$ cat src/rtl/oram_arb_if.sv
// PPU write / host read / RAM port bundle for the oram_arb arbiter.
// The slave modport is the arbiter's view; the master modport is the environment's.
interface oram_arb_if;
  logic        i_wr_req;
  logic [12:0] i_wr_addr;
  logic [7:0]  i_wr_data;
  logic        o_wr_full;
  logic        i_rd_req;
  logic [12:0] i_rd_addr;
  logic        o_rd_gnt;
  logic        o_rd_vld;
  logic [7:0]  o_rd_data;
  logic        o_ram_we;
  logic [12:0] o_ram_addr;
  logic [7:0]  o_ram_wdata;
  logic [7:0]  i_ram_rdata;
  logic        o_idle;

  modport slave (
    input  i_wr_req, i_wr_addr, i_wr_data, i_rd_req, i_rd_addr, i_ram_rdata,
    output o_wr_full, o_rd_gnt, o_rd_vld, o_rd_data, o_ram_we, o_ram_addr,
           o_ram_wdata, o_idle
  );

  modport master (
    output i_wr_req, i_wr_addr, i_wr_data, i_rd_req, i_rd_addr, i_ram_rdata,
    input  o_wr_full, o_rd_gnt, o_rd_vld, o_rd_data, o_ram_we, o_ram_addr,
           o_ram_wdata, o_idle
  );
endinterface

$ cat src/rtl/oram_arb.sv
// Single-port RAM arbiter: buffered PPU writes share one RAM slot per cycle with
// host reads; reads win unless they hit a buffered address, the buffer is full,
// or they have starved pending writes for RD_STREAK consecutive grants.
module oram_arb #(
  parameter int FIFO_DEPTH = 4,
  parameter int RD_STREAK  = 4
) (
  input logic         i_clk,
  input logic         i_rst,
  oram_arb_if.slave   bus
);
  localparam int AW = $clog2(FIFO_DEPTH);
  localparam int CW = AW + 1;
  localparam int SW = $clog2(RD_STREAK + 1);

  typedef enum logic [1:0] {
    SLOT_NONE  = 2'd0,
    SLOT_READ  = 2'd1,
    SLOT_WRITE = 2'd2
  } slot_e;

  logic [12:0]   addr_q [FIFO_DEPTH];
  logic [7:0]    data_q [FIFO_DEPTH];
  logic [FIFO_DEPTH-1:0] vld_q;
  logic [AW-1:0] head_q;
  logic [AW-1:0] tail_q;
  logic [CW-1:0] count_q;
  logic [CW-1:0] count_d;
  logic [SW-1:0] streak_q;
  logic [SW-1:0] streak_d;
  logic          rd_vld_q;
  logic [7:0]    rd_hold_q;

  logic          full_s;
  logic          empty_s;
  logic          hazard_s;
  logic          streak_block_s;
  logic          push_s;
  logic          pop_s;
  slot_e         slot_s;
  logic [12:0]   ram_addr_s;
  logic [7:0]    ram_wdata_s;

  assign full_s         = (count_q == CW'(FIFO_DEPTH));
  assign empty_s        = (count_q == {CW{1'b0}});
  assign streak_block_s = (streak_q == SW'(RD_STREAK)) && !empty_s;

  // Address hazard against every live buffered write, not just the head.
  always_comb begin
    hazard_s = 1'b0;
    for (int i = 0; i < FIFO_DEPTH; i++) begin
      hazard_s = hazard_s | (vld_q[i] && (addr_q[i] == bus.i_rd_addr));
    end
  end

  // Slot arbitration; nothing is granted while reset is held.
  always_comb begin
    slot_s = SLOT_NONE;
    if (i_rst) begin
      slot_s = SLOT_NONE;
    end else if (bus.i_rd_req && !hazard_s && !full_s && !streak_block_s) begin
      slot_s = SLOT_READ;
    end else if (!empty_s) begin
      slot_s = SLOT_WRITE;
    end else begin
      slot_s = SLOT_NONE;
    end
  end

  assign push_s = bus.i_wr_req && !full_s && !i_rst;
  assign pop_s  = (slot_s == SLOT_WRITE);

  // RAM port steering for the selected slot.
  always_comb begin
    ram_addr_s  = 13'h0000;
    ram_wdata_s = 8'h00;
    case (slot_s)
      SLOT_READ: begin
        ram_addr_s  = bus.i_rd_addr;
        ram_wdata_s = 8'h00;
      end
      SLOT_WRITE: begin
        ram_addr_s  = addr_q[head_q];
        ram_wdata_s = data_q[head_q];
      end
      default: begin
        ram_addr_s  = 13'h0000;
        ram_wdata_s = 8'h00;
      end
    endcase
  end

  // Occupancy and read-streak next state.
  always_comb begin
    count_d  = count_q + CW'(push_s) - CW'(pop_s);
    streak_d = streak_q;
    if (pop_s || empty_s) begin
      streak_d = {SW{1'b0}};
    end else if ((slot_s == SLOT_READ) && (streak_q != SW'(RD_STREAK))) begin
      streak_d = streak_q + SW'(1);
    end else begin
      streak_d = streak_q;
    end
  end

  // Write buffer storage, pointers and counters.
  always_ff @(posedge i_clk or posedge i_rst) begin
    if (i_rst) begin
      head_q   <= {AW{1'b0}};
      tail_q   <= {AW{1'b0}};
      count_q  <= {CW{1'b0}};
      streak_q <= {SW{1'b0}};
      vld_q    <= {FIFO_DEPTH{1'b0}};
      for (int i = 0; i < FIFO_DEPTH; i++) begin
        addr_q[i] <= 13'h0000;
        data_q[i] <= 8'h00;
      end
    end else begin
      if (push_s) begin
        addr_q[tail_q] <= bus.i_wr_addr;
        data_q[tail_q] <= bus.i_wr_data;
        vld_q[tail_q]  <= 1'b1;
        tail_q         <= tail_q + AW'(1);
      end
      if (pop_s) begin
        vld_q[head_q] <= 1'b0;
        head_q        <= head_q + AW'(1);
      end
      count_q  <= count_d;
      streak_q <= streak_d;
    end
  end

  // Read return tracking; the last returned byte is held between reads.
  always_ff @(posedge i_clk or posedge i_rst) begin
    if (i_rst) begin
      rd_vld_q  <= 1'b0;
      rd_hold_q <= 8'h00;
    end else begin
      rd_vld_q <= (slot_s == SLOT_READ);
      if (rd_vld_q) begin
        rd_hold_q <= bus.i_ram_rdata;
      end
    end
  end

  assign bus.o_wr_full   = full_s;
  assign bus.o_rd_gnt    = (slot_s == SLOT_READ);
  assign bus.o_ram_we    = pop_s;
  assign bus.o_ram_addr  = ram_addr_s;
  assign bus.o_ram_wdata = ram_wdata_s;
  assign bus.o_rd_vld    = rd_vld_q;
  assign bus.o_rd_data   = rd_vld_q ? bus.i_ram_rdata : rd_hold_q;
  assign bus.o_idle      = empty_s && !rd_vld_q;
endmodule

$ cat src/flat_wrapper.sv
// flat-port wrapper written by rule: the top's interface ports become plain ports
module oram_arb_flat 
#(
  parameter int FIFO_DEPTH = 4,
  parameter int RD_STREAK  = 4
)
  (i_clk, i_rst, bus_i_wr_req, bus_i_wr_addr, bus_i_wr_data, bus_i_rd_req, bus_i_rd_addr, bus_i_ram_rdata, bus_o_wr_full, bus_o_rd_gnt, bus_o_rd_vld, bus_o_rd_data, bus_o_ram_we, bus_o_ram_addr, bus_o_ram_wdata, bus_o_idle);
  oram_arb_if bus_i ();
  input logic i_clk;
  input logic i_rst;
  input wire logic [$bits(bus_i.i_wr_req)-1:0] bus_i_wr_req;
  input wire logic [$bits(bus_i.i_wr_addr)-1:0] bus_i_wr_addr;
  input wire logic [$bits(bus_i.i_wr_data)-1:0] bus_i_wr_data;
  input wire logic [$bits(bus_i.i_rd_req)-1:0] bus_i_rd_req;
  input wire logic [$bits(bus_i.i_rd_addr)-1:0] bus_i_rd_addr;
  input wire logic [$bits(bus_i.i_ram_rdata)-1:0] bus_i_ram_rdata;
  output wire logic [$bits(bus_i.o_wr_full)-1:0] bus_o_wr_full;
  output wire logic [$bits(bus_i.o_rd_gnt)-1:0] bus_o_rd_gnt;
  output wire logic [$bits(bus_i.o_rd_vld)-1:0] bus_o_rd_vld;
  output wire logic [$bits(bus_i.o_rd_data)-1:0] bus_o_rd_data;
  output wire logic [$bits(bus_i.o_ram_we)-1:0] bus_o_ram_we;
  output wire logic [$bits(bus_i.o_ram_addr)-1:0] bus_o_ram_addr;
  output wire logic [$bits(bus_i.o_ram_wdata)-1:0] bus_o_ram_wdata;
  output wire logic [$bits(bus_i.o_idle)-1:0] bus_o_idle;
  assign bus_i.i_wr_req = bus_i_wr_req;
  assign bus_i.i_wr_addr = bus_i_wr_addr;
  assign bus_i.i_wr_data = bus_i_wr_data;
  assign bus_i.i_rd_req = bus_i_rd_req;
  assign bus_i.i_rd_addr = bus_i_rd_addr;
  assign bus_i.i_ram_rdata = bus_i_ram_rdata;
  assign bus_o_wr_full = bus_i.o_wr_full;
  assign bus_o_rd_gnt = bus_i.o_rd_gnt;
  assign bus_o_rd_vld = bus_i.o_rd_vld;
  assign bus_o_rd_data = bus_i.o_rd_data;
  assign bus_o_ram_we = bus_i.o_ram_we;
  assign bus_o_ram_addr = bus_i.o_ram_addr;
  assign bus_o_ram_wdata = bus_i.o_ram_wdata;
  assign bus_o_idle = bus_i.o_idle;
  oram_arb #(.FIFO_DEPTH(FIFO_DEPTH), .RD_STREAK(RD_STREAK)) u_core (.i_clk(i_clk), .i_rst(i_rst), .bus(bus_i));
endmodule
$ cat config.mk
export PLATFORM = sky130hd
export DESIGN_NAME = oram_arb_flat
export DESIGN_NICKNAME = d
export VERILOG_FILES = /design/src/rtl/oram_arb_if.sv /design/src/rtl/oram_arb.sv /design/src/flat_wrapper.sv
export SDC_FILE = /design/constraint.sdc
export NUM_CORES = 1
export LEC_CHECK = 0
export BUFFER_PORTS_ARGS = -buffer_cell sky130_fd_sc_hd__buf_4
export CORE_ASPECT_RATIO = 1.5
export CORE_MARGIN = 2
export CORE_UTILIZATION = 30
export DETAILED_ROUTE_END_ITERATION = 10
export PLACE_DENSITY = 0.46
export SLEW_MARGIN = 5
export SYNTH_ARGS = -nofsm -noshare
export SYNTH_HDL_FRONTEND = slang
export SYNTH_SLANG_ARGS = --single-unit
$ cat constraint.sdc
create_clock -name i_clk -period 5 [get_ports i_clk]
set_input_delay 0.75 -clock i_clk [delete_from_list [all_inputs] [get_ports i_clk]]
set_output_delay 0.75 -clock i_clk [all_outputs]
set_load 0.01 [all_outputs]
==> results by group, run 1 <==
Detailed routing
  • Pre-Repair DR Iteration Count: 4
  • Starting DRC count in detailed routing: 171
  • Drt wl/cell: around 20 um
  • Via/cell ratio: roughly 4.8
  • DRC viols: 0
  • Vias: 3590
  • Post-route ant nets: 0
  • Total wire length: 14900 um

Timing
  • Fmax achieved: 244.3 MHz
  • Max-slew headroom: 35.67%
  • RSZ-0062 raised after global routing: false
  • Min Tclk post-route: 4.093 ns
  • Fin crit share: 81.86%
  • Fin. Hold Viols: 0
  • Hold_ws: 0.5046 ns
  • Setup TNS Final: 0 ns
  • Clock skew: a little under 0.008 ns
  • Final slew viol count: 0
  • Final setup fails: 0
  • Slew @ Worst Pin: 0.9649 ns

Layout
  • Finished Layout Cells: roughly 750
  • Area of the multi-input gates: 2890 um2
  • Area taken by flip-flops and latches: 2678 um2
  • Nets: 554
  • # fillers: roughly 1900
  • Final Core Density: 36.13%
  • Design area: 6895 um2
  • Share of cells above drive strength 1: 44.78%
  • P&R area growth vs syn: 18.31%
  • Antenna cells: 0

Clocking
  • Root Driver: clkbuf_16
  • Total CTS buffers: 9
  • CTS Buffer Depth: 2
  • Clock-pin slew on the worst setup and hold paths: 0.07 ns
  • Worst skew pair latency: 0.35 ns
  • Clock tree sinks: 107
  • Post-CTS setup buffers: 0
  • CTS Hold Bufs: 0
  • Post_cts resized: 0
  • CTS tree: done
  • H-tree depth: 3

Power and ir drop
  • Net switching power: 1.434 mW
  • Clock power share: 17.5%
  • Sequential fraction of design power: roughly two fifths
  • Peak VDD IR: 245.6 uV
  • Comb pwr share: 42.7%
  • Power Density: 611.4 nW/um2
  • Switching share of power: 34.02%
  • Static Leak: 3.042 nW
  • P_int: 2.782 mW

Die
  • Core ar.: about 19000 um2
  • Starting Density: just over 30%
  • Row Count: 62
  • Chip width: 117.8 um
  • Chip height: 174.7 um
  • Die ar.: 20580 um2
  • Boundary pin count: 80

Place
  • DP HPWL: 10370 um
  • # port buffers: 79
  • Placed cell areas: between 6000 and 7000 um2
  • Placed insts: 738
  • Routability Congestion: 0.7836

Synthesis
  • Seq/Total Area, Yosys: 45.94%
  • Yosys cell types: 33
  • Synth top area cells: dfrtp_1 46%, mux2_4 10%, mux2_2 10%, xnor2_1 8.4%, mux4_2 8.1%
  • Cell taking the most area after synthesis: dfrtp_1
  • Mapped cell area: 5828 um2
  • Prevailing post-synth register cell: dfrtp_1
  • Synthesized flop and latch total: roughly 110
  • EDFF count, synth: 0
  • Syn Nets: between 400 and 500
  • Mapped Avg Cell Area: 13.65 um2
  • Synth Warn #: 0
  • Synth async-reset ratio: 100.0%
  • Area share of the largest cell type after synthesis: between 40% and 50%
  • Post-Syn Instances: 427

Critical path
  • WP data arrival: 3.34 ns
  • Setup crit start: bus_i_rd_addr[0]
  • Critical R2R Capture: u_core.count_q[2]$_DFF_PP0_
  • Peak fanout along the critical path: 15
  • Reg2reg setup slack: about 1.3 ns
  • Worst setup path endpoint: bus_o_ram_wdata[5]
  • Critical path capture point type: output pin
  • RR Startpoint: u_core.addr_q[26]$_DFFE_PP0P_
  • Worst r2r path cells: 13
  • CP Class: input port to output pin
  • Worst Setup Start Kind: input port
  • CP required: 4.25 ns

GRT
  • Vias in the first global route: 4072
  • Met2 Usage GRT: between 20% and 30%
  • Grt total ovfl: 0
  • Largest net degree at the start of global routing: 60
  • First-pass GRT wire length: 23650 um
  • Initial antenna violation count: 0
  • Met1 usage: 17.80%
  • Total GRT Usage: roughly 15%
  • Layer with the highest usage: met2
  • Met3 usage: under 10%

Flow run
  • MaxCap Viol Count: 0

Worst hold path
  • Hold Path Class: flop to flop

Outcome
  • Outcome: complete, no violations
[power by group through the flow]
stage / Sequential (mW) / Combinational [mW] / Clock [mW]
2_1_floorplan: 1.54 / 1.43 / 0
3_3_place_gp: 1.67 / 1.80 / 0
3_5_place_dp: 1.69 / 1.83 / 0
4_1_cts: 1.68 / 1.84 / 0.762
5_1_grt: 1.74 / 1.95 / 0.791
6_report: 1.68 / 1.80 / 0.736
[per-stage QoR]
step | power [mW] | worst slack, ns
6_report | 4.216 | 0.9071
5_1_grt | 4.484 | 0.6796
4_1_cts | 4.277 | 0.8576
3_5_place_dp | 3.516 | 0.8486
3_3_place_gp | 3.471 | 0.9510
2_1_floorplan | 2.966 | 0.7355
[worst min-delay path by stage]
stage | slack [ns] | endpoint | start | depth (start not counted)
2_1_floorplan | 0.47 | u_core.data_q[10]$_DFFE_PP0P_ | u_core.data_q[10]$_DFFE_PP0P_ | 1
3_3_place_gp | 0.48 | u_core.data_q[13]$_DFFE_PP0P_ | u_core.data_q[13]$_DFFE_PP0P_ | 1
3_5_place_dp | 0.49 | u_core.data_q[5]$_DFFE_PP0P_ | u_core.data_q[5]$_DFFE_PP0P_ | 1
4_1_cts | 0.51 | u_core.data_q[5]$_DFFE_PP0P_ | u_core.data_q[5]$_DFFE_PP0P_ | 1
5_1_grt | 0.52 | u_core.rd_hold_q[6]$_DFF_PP0_ | u_core.rd_hold_q[6]$_DFF_PP0_ | 1
6_report | 0.50 | u_core.data_q[11]$_DFFE_PP0P_ | u_core.data_q[11]$_DFFE_PP0P_ | 1
[cells in the mapped netlist (4+ instances only)]
| library cell | n |
|---|---|
| and2_1 | 8 |
| ha_1 | 14 |
| nand4_1 | 12 |
| buf_12 | 4 |
| nor4_1 | 5 |
| inv_1 | 10 |
| dfrtp_1 | 107 |
| nand2_1 | 10 |
| xnor2_1 | 56 |
| a21oi_1 | 10 |
| a22oi_1 | 13 |
| nor2_1 | 15 |
| nor3_1 | 5 |
| buf_2 | 18 |
| mux4_2 | 21 |
| mux2_2 | 52 |
| clkbuf_1 | 10 |
| mux2_4 | 40 |
[registers in the layout, summed over array words and instances (netlist names)]
register,count
u_core.addr_q,52
u_core.data_q,32
u_core.rd_hold_q,8
u_core.vld_q,4
u_core.count_q,3
u_core.streak_q,3
u_core.head_q,2
u_core.tail_q,2
u_core.bus.o_rd_vld,1
[final cells by class]
class,instances,share of cell area [%]
Inverter,11,0.6532
Multi-Input combinational cell,276,41.92
Clock inverter,7,1.107
Timing Repair Buffer,88,9.581
Sequential cell,107,38.83
Tap cell,256,4.645
Clock buffer,9,3.266
[routing by layer]
layer	vias to the layer above	part of all wire, %
li1	1643	-
met4	0	1.4
met5	-	0
met3	11	3.3
met1	1879	41
met2	57	54
[critical path, cell delays in order]
cell,delay (ns)
buf_4,0.14
xnor2_1,0.21
nand4_1,0.19
nor4_1,0.30
nor3_1,0.13
a211oi_1,0.28
ha_1,0.72
buf_4,0.33
and2_1,0.17
buf_4,0.12
[cells by family (layout without fill, tap and decap cells)]
logic type / Yosys count / in the layout / synth area share [%]
compound gates: 30 / 30 / 3.392
xor+xnor: 57 / 57 / 8.566
fa+ha+maj: 15 / 15 / 3.349
buf+inv: 44 / 115 / 4.466
flops: 107 / 107 / 45.94
mux: 113 / 113 / 28.47
simple gates: 61 / 61 / 5.818
[layout by cell type, fill, tap and decap left out, types with 2 or more instances in the layout]
cell type / n
xnor2_1: 56
nand2_1: 10
buf_4: 88
nand4_1: 12
nor3_1: 5
clkbuf_16: 9
mux2_4: 40
a21oi_1: 10
nor4_1: 5
ha_1: 14
o21ai_0: 2
inv_6: 2
mux2_2: 52
inv_1: 9
a22oi_1: 13
dfrtp_1: 107
nor2_1: 15
mux4_2: 21
and2_1: 8
clkinvlp_4: 3
nand2_4: 2
(Power assumes the default switching activity.)
==> run 2, diff against run 1 <==
- ABC_AREA: not set -> 1
- clock period: 5 -> 3.4 ns (I/O delays scaled with it)
==> run 2 against run 1 <==
Effect of this change:
- sequential share of layout area down 1.4 points
- clock skew rose by 0.0045 ns
- combinational power up 48%
- core utilization increased by 0.16 points
- design area grew 3.7%
- sequential cell count unchanged
- non-clock buffer count increased by 2
- critical path type is now flop to output pin
==> results by group, run 2 <==
Outcome
  • Outcome: complete, no violations

Power and ir drop
  • Net switching power: 2.580 mW (+80%)
  • Clock power share: 17.0% (-0.5 points)
  • Sequential fraction of design power: 38.8% (-1.1 points)
  • Static Leak: 3.539 nW (+16%)
  • Power Density: 841.4 nW/um2 (+38%)
  • Peak VDD IR: 314.2 uV (+28%)
  • Comb pwr share: 44.2% (+1.5 points)
  • P_int: 3.438 mW (+24%)
  • Switching share of power: 42.87% (+8.8 points)

Die
  • Core ar.: 19710 um2 (+3.3%)
  • Row Count: 63 (+1.6%)
  • Chip width: 119.4 um (+1.4%)
  • Boundary pin count: 80 (unchanged)
  • Chip height: 177.1 um (+1.4%)
  • Starting Density: 30.41% (-0.13 points)
  • Die ar.: 21150 um2 (+2.8%)

Critical path
  • WP data arrival: 2.62 ns (-0.72 ns)
  • CP peak stage delay: 0.38 ns (-0.34 ns)
  • Crit-path slowest cell: dfrtp_1
  • CP Class: flop to output pin
  • Critical path capture point type: output pin
  • Worst Path Buf+Inv: 3 (unchanged)
  • Peak fanout along the critical path: 10 (-5)
  • Delay-heaviest family, CP: simple AND/OR/NAND/NOR gates
  • Critical-path cell list: inv_1 -> ha_1 -> nand2_1 -> nor2_1 -> nor3b_1 -> nand3_1 -> nor3_1 -> ha_1 -> buf_4 -> a21oi_2 -> buf_4
  • CP required: 2.89 ns (-1.36 ns)
  • Worst Setup Start Kind: flop

GRT
  • First-pass GRT wire length: 27370 um (+16%)
  • Total GRT Usage: 16.88% (+1.7 points)
  • Largest net degree at the start of global routing: 69 (+15%)
  • Initial antenna violation count: 0 (unchanged)
  • Vias in the first global route: 5057 (+24%)
  • Grt total ovfl: 0 (unchanged)

Clocking
  • Post-CTS setup buffers: 0 (unchanged)
  • CTS Buffer Depth: 2 (unchanged)
  • Total CTS buffers: 9 (unchanged)
  • CTS Hold Bufs: 0 (unchanged)
  • Post_cts resized: 0 (unchanged)
  • Clock-pin slew on the worst setup and hold paths: 0.08 ns (about the same)
  • Worst skew pair latency: 0.36 ns (about the same)
  • Clock tree sinks: 107 (unchanged)
  • CTS tree: done
  • Root Driver: clkbuf_16
  • H-tree depth: 3 (unchanged)

Detailed routing
  • Via/cell ratio: 4.558 (-4.3%)
  • Post-route ant nets: 0 (unchanged)
  • Total wire length: 17320 um (+16%)
  • Starting DRC count in detailed routing: 262 (+53%)
  • Vias: 5141 (+43%)
  • Pre-Repair DR Iteration Count: 4 (unchanged)
  • Drt wl/cell: 15.35 um (-22%)
  • DRC viols: 0 (unchanged)

Synthesis
  • Mapped cell area: 5993 um2 (+2.8%)
  • Post-synth top cells: 236 x nand2_1, 107 x dfrtp_1, 85 x inv_1, 85 x nor2_1, 79 x o21ai_1
  • EDFF count, synth: 0 (unchanged)
  • Yosys cell types: 32 (-3.0%)
  • Seq/Total Area, Yosys: 44.68% (-1.3 points)
  • Synth top area cells: dfrtp_1 45%, nand2_1 15%, o21ai_1 6.6%, o21ai_0 5.5%, inv_1 5.3%
  • Post-Syn Instances: 798 (+87%)
  • Syn Nets: 859 (+76%)
  • Synth async-reset ratio: 100.0% (unchanged)
  • Synth Warn #: 0 (unchanged)
  • Prevailing post-synth register cell: dfrtp_1
  • Synthesized flop and latch total: 107 (unchanged)
  • Area share of the largest cell type after synthesis: 44.68% (-1.3 points)
  • Cell taking the most area after synthesis: dfrtp_1
  • Mapped Avg Cell Area: 7.510 um2 (-45%)
  • Count leader, synth: nand2_1

Flow run
  • MaxCap Viol Count: 0 (unchanged)

Layout
  • Most common cell after layout, fill and taps aside: nand2_1
  • Nets: 924 (+67%)
  • Share of cells above drive strength 1: 17.74% (-27 points)
  • Antenna cells: 0 (unchanged)
  • Most frequent cells in the layout: 236 x nand2_1, 107 x dfrtp_1, 90 x buf_4
  • Regs by FF count: u_core.addr_q: 52 flops, u_core.data_q: 32 flops, u_core.rd_hold_q: 8 flops
  • P&R area growth vs syn: 19.33%
  • Final Core Density: 36.29% (+0.16 points)
  • Largest register FFs: 52 (unchanged)
  • Biggest register: u_core.addr_q

Place
  • Pre-CTS setup slack: 0.4400 ns (-0.4086 ns)
  • # port buffers: 79 (unchanged)
  • Routability Congestion: 0.7932 (+1.2%)
  • DP HPWL: 11650 um (+12%)

Timing
  • Clock skew: 0.01248 ns (+0.004528 ns)
  • Final setup fails: 0 (unchanged)
  • Slew @ Worst Pin: 0.8916 ns (-0.07339 ns)
  • Fmax achieved: 319.9 MHz
  • Min Tclk post-route: 3.126 ns
  • Fin crit share: 91.95%
  • Final slew viol count: 0 (unchanged)
  • Fin. Hold Viols: 0 (unchanged)
  • Worst setup margin: 0.2737 ns (-0.6333 ns)
  • RSZ-0062 raised after global routing: false
  • Max-slew headroom: 40.56% (+4.9 points)

Worst hold path
  • Hold Path Class: input port to asynchronous set/reset pin
## run 2: cell types whose count changed after synthesis, sizes merged, moves of 50 or more
cell | before | now
o21ai | 2 | 151
mux2 | 92 | 8
nand2 | 12 | 241
inv | 11 | 87
nor2 | 15 | 87
xnor2 | 56 | 6
## run 2: worst register-to-register path, stage by stage (launching register included)
cell     delay, ns
dfrtp_1       0.38
inv_1         0.07
ha_1          0.20
nand2_1       0.08
nor2_1        0.05
nor3b_1       0.31
nand3_1       0.16
nor2_1        0.14
nand2_1       0.10
ha_4          0.20
ha_4          0.27
inv_2         0.04
ha_4          0.14
fa_2          0.33
xor2_1        0.16
## run 2: worst paths after layout
path	start	cells after the start	to	slack [ns]
min in group i_clk	bus_i_ram_rdata[7]	2	u_core.rd_hold_q[7]$_DFF_PP0_	0.40
setup reg to reg	u_core.streak_q[0]$_DFFE_PP0P_	14	u_core.count_q[2]$_DFF_PP0_	0.65
setup / recovery	u_core.streak_q[0]$_DFFE_PP0P_	11	bus_o_ram_addr[7]	0.27
hold / removal	i_rst	3	u_core.rd_hold_q[0]$_DFF_PP0_	0.40
max in group asynchronous	i_rst	4	u_core.addr_q[51]$_DFFE_PP0P_	1.69
hold reg to reg	u_core.data_q[1]$_DFFE_PP0P_	2	u_core.data_q[1]$_DFFE_PP0P_	0.49
## run 2: per-stage QoR
stage	TNS, ns	hold WS (ns)	total power, mW	cell area, um2	std cells
final	0	0.3976	6.018	7152	1128
after global routing	0	0.3966	6.586	7152	1128
after CTS	0	0.3898	6.109	7152	1128
after global placement	0	0.4663	5.032	6874	1112
after detailed placement	0	0.4733	5.055	6874	1112
after floorplan	-1.602	0.4535	4.210	6123	798
## run 2: power by group through the flow
stage / sequential, mW / clock [mW] / combinational [mW]
after global routing: 2.43 / 1.11 / 3.05
after CTS: 2.33 / 1.07 / 2.71
after detailed placement: 2.35 / 0 / 2.70
after global placement: 2.35 / 0 / 2.68
after floorplan: 2.22 / 0 / 1.99
final: 2.33 / 1.03 / 2.66
## run 2: logic make-up after synthesis
| family | share of synthesized area, % |
|---|---|
| fa+ha+maj | 3.257 |
| compound gates | 16.91 |
| mux | 1.503 |
| buf+inv | 9.499 |
| xor+xnor | 1.754 |
| simple gates | 22.40 |
| flops | 44.68 |
## run 2: metal layers
layer / vias up / global-route usage, % / part of all wire (%)
met5: - / 0 / 0
li1: 2655 / - / -
met4: 0 / 6.765 / 2.3
met1: 2382 / 19.89 / 43
met2: 84 / 31.25 / 53
met3: 20 / 1.643 / 2.3
## run 2: cell type report
| class | instances | area (um2) |
|---|---|---|
| clock buffers | 11 | 232.7 |
| clock inverters | 5 | 45.04 |
| fillers | 2141 | 12550 |
| inverters | 87 | 330.3 |
| multi-input cells | 568 | 2865 |
| flip-flops and latches | 107 | 2678 |
| well taps | 260 | 325.3 |
| repair buffers | 90 | 675.6 |
